===== config.mk =====
export PLATFORM = sky130hd
export DESIGN_NAME = fsm_start_arbiter
export DESIGN_NICKNAME = d
export VERILOG_FILES = /design/src/rtl/fsm_start_arbiter.sv
export SDC_FILE = /design/constraint.sdc
export NUM_CORES = 1
export LEC_CHECK = 0
export CAP_MARGIN = 20
export CORE_AREA = 2 2 71 73
export CTS_BUF_LIST = sky130_fd_sc_hd__clkbuf_8
export DETAILED_ROUTE_END_ITERATION = 6
export DIE_AREA = 0 0 73 75
export SKIP_LAST_GASP = 1
export SYNTH_ARGS = -nofsm -noshare
export SYNTH_HDL_FRONTEND = slang
export SYNTH_SLANG_ARGS = --single-unit
export TNS_END_PERCENT = 1

===== constraint.sdc =====
create_clock -name clk -period 2.3 [get_ports clk]
set_clock_uncertainty 0.1 [all_clocks]
set_input_delay 0.69 -clock clk [delete_from_list [all_inputs] [get_ports clk]]
set_output_delay 0.69 -clock clk [all_outputs]
set_load 0.05 [all_outputs]

===== src/rtl/fsm_start_arbiter.sv =====
// Round-robin arbiter that shares one start/done sequence FSM between
// N_REQ requesters. A winner gets a one-cycle start pulse to the FSM, the
// grant is held until the FSM reports done (or the timeout expires), then a
// one-cycle ack (plus err on timeout) is returned and a short gap follows.
// All outputs are registered from the next-state decode, so nothing is
// combinational from input to output.
module fsm_start_arbiter #(
  parameter int N_REQ      = 4,
  parameter int TIMEOUT    = 1024,
  parameter int CNT_W      = 10,
  parameter int GAP_CYCLES = 2
) (
  input  logic             clk,
  input  logic             reset,
  input  logic [N_REQ-1:0] req,
  output logic [N_REQ-1:0] gnt,
  output logic [N_REQ-1:0] ack,
  output logic             err,
  output logic             busy,
  output logic             fsm_start,
  input  logic             fsm_done
);

  localparam int IDX_W = (N_REQ > 1) ? $clog2(N_REQ) : 1;
  localparam int GAP_W = (GAP_CYCLES > 1) ? $clog2(GAP_CYCLES) : 1;

  localparam logic [CNT_W-1:0] CNT_LAST = CNT_W'(TIMEOUT - 1);
  localparam logic [GAP_W-1:0] GAP_LAST = GAP_W'((GAP_CYCLES > 0) ? GAP_CYCLES - 1 : 0);
  localparam logic [IDX_W-1:0] PTR_INIT = IDX_W'(N_REQ - 1);

  typedef enum logic [2:0] {
    S_IDLE,
    S_START,
    S_WAIT,
    S_DONE,
    S_GAP
  } state_t;

  state_t           state, state_nxt;
  logic [IDX_W-1:0] ptr, ptr_nxt;        // last winner; also the current owner
  logic [CNT_W-1:0] cnt, cnt_nxt;        // cycles since the start pulse
  logic [GAP_W-1:0] gap_cnt, gap_nxt;
  logic [N_REQ-1:0] gnt_nxt, ack_nxt;
  logic             err_nxt, busy_nxt, start_nxt;

  // First set request searching upward from the slot after the last winner.
  function automatic logic [IDX_W-1:0] rr_pick(input logic [N_REQ-1:0] r,
                                               input logic [IDX_W-1:0] p);
    logic [IDX_W-1:0] pick;
    logic             found;
    int               idx;
    pick  = p;
    found = 1'b0;
    for (int i = 1; i <= N_REQ; i++) begin
      idx = (int'(p) + i) % N_REQ;
      if (!found && r[idx]) begin
        pick  = IDX_W'(idx);
        found = 1'b1;
      end
    end
    return pick;
  endfunction

  function automatic logic [N_REQ-1:0] one_hot(input logic [IDX_W-1:0] idx);
    logic [N_REQ-1:0] oh;
    oh      = '0;
    oh[idx] = 1'b1;
    return oh;
  endfunction

  // The timeout counter holds at all-ones rather than wrapping.
  function automatic logic [CNT_W-1:0] sat_inc(input logic [CNT_W-1:0] c);
    return (c == {CNT_W{1'b1}}) ? c : c + CNT_W'(1);
  endfunction

  // Next-state, counter and registered-output decode.
  always_comb begin
    state_nxt = state;
    ptr_nxt   = ptr;
    cnt_nxt   = cnt;
    gap_nxt   = gap_cnt;
    err_nxt   = 1'b0;
    case (state)
      S_IDLE: begin
        if (|req) begin
          ptr_nxt   = rr_pick(req, ptr);
          cnt_nxt   = '0;
          state_nxt = S_START;
        end
      end
      S_START: begin
        cnt_nxt   = sat_inc(cnt);
        state_nxt = S_WAIT;
      end
      S_WAIT: begin
        cnt_nxt = sat_inc(cnt);
        // A done arriving on the last allowed cycle still counts as success.
        if (fsm_done) begin
          state_nxt = S_DONE;
        end else if (cnt == CNT_LAST) begin
          state_nxt = S_DONE;
          err_nxt   = 1'b1;
        end
      end
      S_DONE: begin
        gap_nxt   = '0;
        state_nxt = (GAP_CYCLES == 0) ? S_IDLE : S_GAP;
      end
      S_GAP: begin
        gap_nxt = gap_cnt + GAP_W'(1);
        if (gap_cnt == GAP_LAST) state_nxt = S_IDLE;
      end
      default: state_nxt = S_IDLE;
    endcase

    start_nxt = (state_nxt == S_START);
    busy_nxt  = (state_nxt != S_IDLE);
    gnt_nxt   = (state_nxt == S_START || state_nxt == S_WAIT || state_nxt == S_DONE)
                ? one_hot(ptr_nxt) : '0;
    ack_nxt   = (state_nxt == S_DONE) ? one_hot(ptr_nxt) : '0;
  end

  // State, counters, pointer and output registers; reset clears everything.
  always_ff @(posedge clk or posedge reset) begin
    if (reset) begin
      state     <= S_IDLE;
      ptr       <= PTR_INIT;
      cnt       <= '0;
      gap_cnt   <= '0;
      gnt       <= '0;
      ack       <= '0;
      err       <= 1'b0;
      busy      <= 1'b0;
      fsm_start <= 1'b0;
    end else begin
      state     <= state_nxt;
      ptr       <= ptr_nxt;
      cnt       <= cnt_nxt;
      gap_cnt   <= gap_nxt;
      gnt       <= gnt_nxt;
      ack       <= ack_nxt;
      err       <= err_nxt;
      busy      <= busy_nxt;
      fsm_start <= start_nxt;
    end
  end

endmodule


==> results_dict.tcl <==
set metrics [dict create \
    die-area_um2 5480 \
    dp_hpwl_um 2050 \
    failed_checks "setup timing" \
    grt_pass1_vias 1096 \
    final_cell_mix "dfrtp_1 (25), nor2_1 (19), buf_4 (16)" \
    n_antenna_cell 0 \
    fmax_ghz 0.434 \
    synth_nets 143 \
    drv_cap 0 \
    min_path_type "flip-flop to flip-flop" \
    clk_latency_ns 0.26 \
    cts_buffers 3 \
    status "finished with violations" \
    report.final.hold_viol_count 0 \
    slew_violations 0 \
    cts.clk_slew.worst_paths_ns 0.09 \
    wl_per_cell_um 12.5 \
    ys_ff_latch 27 \
    syn2layout_area_growth_pct 26.2 \
    cp_data_required_time_ns 2.40 \
    num_vias 1074 \
    multi_input_area_um2 612 \
    place_inst 216 \
    cts_tree "yes" \
    nets 175 \
    drt_wl_total_um 2740 \
    grt_start_max_net_pins 28 \
    start_util_pct 29.2 \
    grt-ovfl-total 0 \
    first_pass_iters 4 \
    cp-start-kind "input port" \
    tns_ns -0.00401 \
    postLayoutSetupSlackWorst_ns -0.00401 \
    synth.avg_cell_area_um2 10.1 \
    p_leak_uw 0.000796 \
    clock-root-buffer "clkbuf_8" \
    drc 0 \
    synthCells 135 \
    num_rows 25 \
    h-tree-depth 1 \
    critPathMaxStageDelay_ns 0.48 \
    io_pins 18 \
    slew-limit-headroom_pct 66.6 \
    synth_seq_area_share_pct 49.9 \
    postLayoutCellArea_um2 1720 \
    drive_above_1_share_pct 18.1 \
    critical_path_class "input port to flip-flop" \
    die_h_um 75 \
    synth_area_um2 1360 \
    setup_viol 1 \
    core_area_um2 4660 \
    gp_congestion 0.797 \
    hold_buffers 0 \
    post-place-ws_ns -0.283 \
    antenna_found_initial 0 \
    post_cts_buffers 0 \
    grt_use_total_pct 11.5 \
    tightest_slew_ns 0.500 \
    clockBufferDepth 2 \
    critical_path_arrival_ns 2.41 \
    fin_crit_ns 2.30 \
    fill_cells 454 \
    routed_via_density 4.88 \
    finalNonFillerCells 220 \
    vdd_drop_max_mv 0.386 \
    finalCritPeriodShare_pct 100 \
    crit_path_cell_trace "clkdlybuf4s50_1, nor4_1, or4_4, inv_8, nand3_4, mux2_4, nor2_2" \
    final_common_cell "dfrtp_1" \
    portBuffers 17 \
    drt_iter0_markers 26 \
    rsz0062_at_grt "true" \
    slowest_stage "nor4_1" \
    grt_pass1_wl_um 4840 \
    die_w_um 73 \
    seq_area_um2 678 \
    critPathCaptureType "flip-flop" \
    synth.distinct_cells 42 \
    cts.sinks 27 \
    cts.repair.resized 0 \
    yosys_warnings 0 \
    cp_max_fo 5 \
    whs_ns 0.414 \
    antenna_left 0 \
    powerDensity_nw_per_um2 1260 \
    postPlaceCellArea_um2 1660 \
]
==> cells by family (layout without fill, tap and decap cells) <==
logic type                 Yosys count  in the layout  synth area share [%]
AOI/OAI and AO/OA                   19             19                  9.67
xor gates and xnor gates             6              6                  3.87
adders and majority gates            1              1                 0.921
buffers and inverters               11             42                  5.34
DFF                                 27             27                  49.9
muxes                                6              6                  4.79
and+or+nand+nor                     65             65                  25.5
==> stage by stage <==
step | util (%) | total power [uW]
3_5_place_dp | 35.7 | 1900
6_report | 36.8 | 2160
2_1_floorplan | - | 1550
4_1_cts | 36.7 | 2170
3_3_place_gp | 35.7 | 1860
5_1_grt | 36.8 | 2330
==> critical path, delay by kind of cell <==
kind          cells  cell delay (ns)
mux               1             0.32
buf+inv           2             0.46
simple gates      4             0.93
==> report_power, final <==
| part | internal (uW) | switching [uW] |
|---|---|---|
| combinational | 492 | 648 |
| sequential | 621 | 143 |
| clock | 119 | 135 |
| total | 1230 | 926 |
==> per-layer routing <==
layer	part of all wire [%]	routed length (um)	global-route usage, %	vias up
li1	-	-	-	537
met1	46	1260	14.3	504
met2	47	1300	19.1	27
met3	3.6	99	1.47	6
met4	2.8	76	6.79	0
met5	0	0	0	-
==> cell usage after synthesis <==
cell / instances / share of area (%)
o21ai_0: 3 / 1.1
nor2b_1: 2 / 0.92
dfstp_2: 2 / 3.9
and2_1: 1 / 0.46
nand2b_1: 3 / 1.4
o21ai_1: 1 / 0.37
a21oi_1: 3 / 1.1
a31oi_1: 2 / 0.92
and4_1: 2 / 1.3
nand2_1: 14 / 3.9
o211ai_1: 1 / 0.55
inv_8: 1 / 0.83
or4_1: 1 / 0.55
clkbuf_1: 1 / 0.28
and3_1: 3 / 1.4
a311oi_2: 1 / 1.1
xnor2_1: 1 / 0.64
buf_6: 3 / 2.5
a221oi_1: 1 / 0.64
and3b_2: 2 / 1.5
nand4_1: 4 / 1.8
buf_2: 1 / 0.37
ha_1: 1 / 0.92
a211oi_1: 1 / 0.55
dfrtp_1: 25 / 46
mux2_4: 1 / 1.1
nor4_1: 2 / 0.92
a22oi_1: 1 / 0.55
mux2i_1: 5 / 3.7
inv_1: 5 / 1.4
a21o_1: 1 / 0.55
a311oi_1: 1 / 0.64
nor3_1: 1 / 0.37
xor2_1: 5 / 3.2
nand3b_1: 1 / 0.55
o22ai_1: 2 / 0.92
o21ai_2: 1 / 0.64
nor3b_1: 3 / 1.7
nor2_2: 1 / 0.46
nor2_1: 19 / 5.2
nand3_4: 1 / 1.3
nand3_1: 5 / 1.8
==> state kept, by name (all words and copies together) (netlist names) <==
signal / count
fsm_start: 1
gap_cnt: 1
ptr: 2
cnt: 10
gnt: 4
busy: 1
err: 1
state: 3
ack: 4
==> final timing paths <==
kind                                          from                  to  slack (ns)  cells past startpoint
worst max register to register    ptr[1]$_DFF_PP1_    gnt[2]$_DFF_PP0_        0.43                      6
worst max-delay path                        req[1]    gnt[2]$_DFF_PP0_      -0.004                      7
max in group asynchronous                    reset    ptr[0]$_DFF_PP1_        1.13                      3
min in group asynchronous                    reset  cnt[5]$_DFFE_PP0P_        0.67                      3
worst min-delay path            cnt[9]$_DFFE_PP0P_  cnt[9]$_DFFE_PP0P_        0.41                      1
worst min register to register  cnt[9]$_DFFE_PP0P_  cnt[9]$_DFFE_PP0P_        0.41                      1
==> area by class of cell <==
cell class,instances,area share [%]
clock inverters,1,0.219
clock buffers,3,2.41
flip-flops and latches,27,39.5
multi-input cells,97,35.7
repair buffers,32,16.5
inverters,6,1.75
well taps,54,3.94
Note: power is estimated with default switching activity, not from simulation.
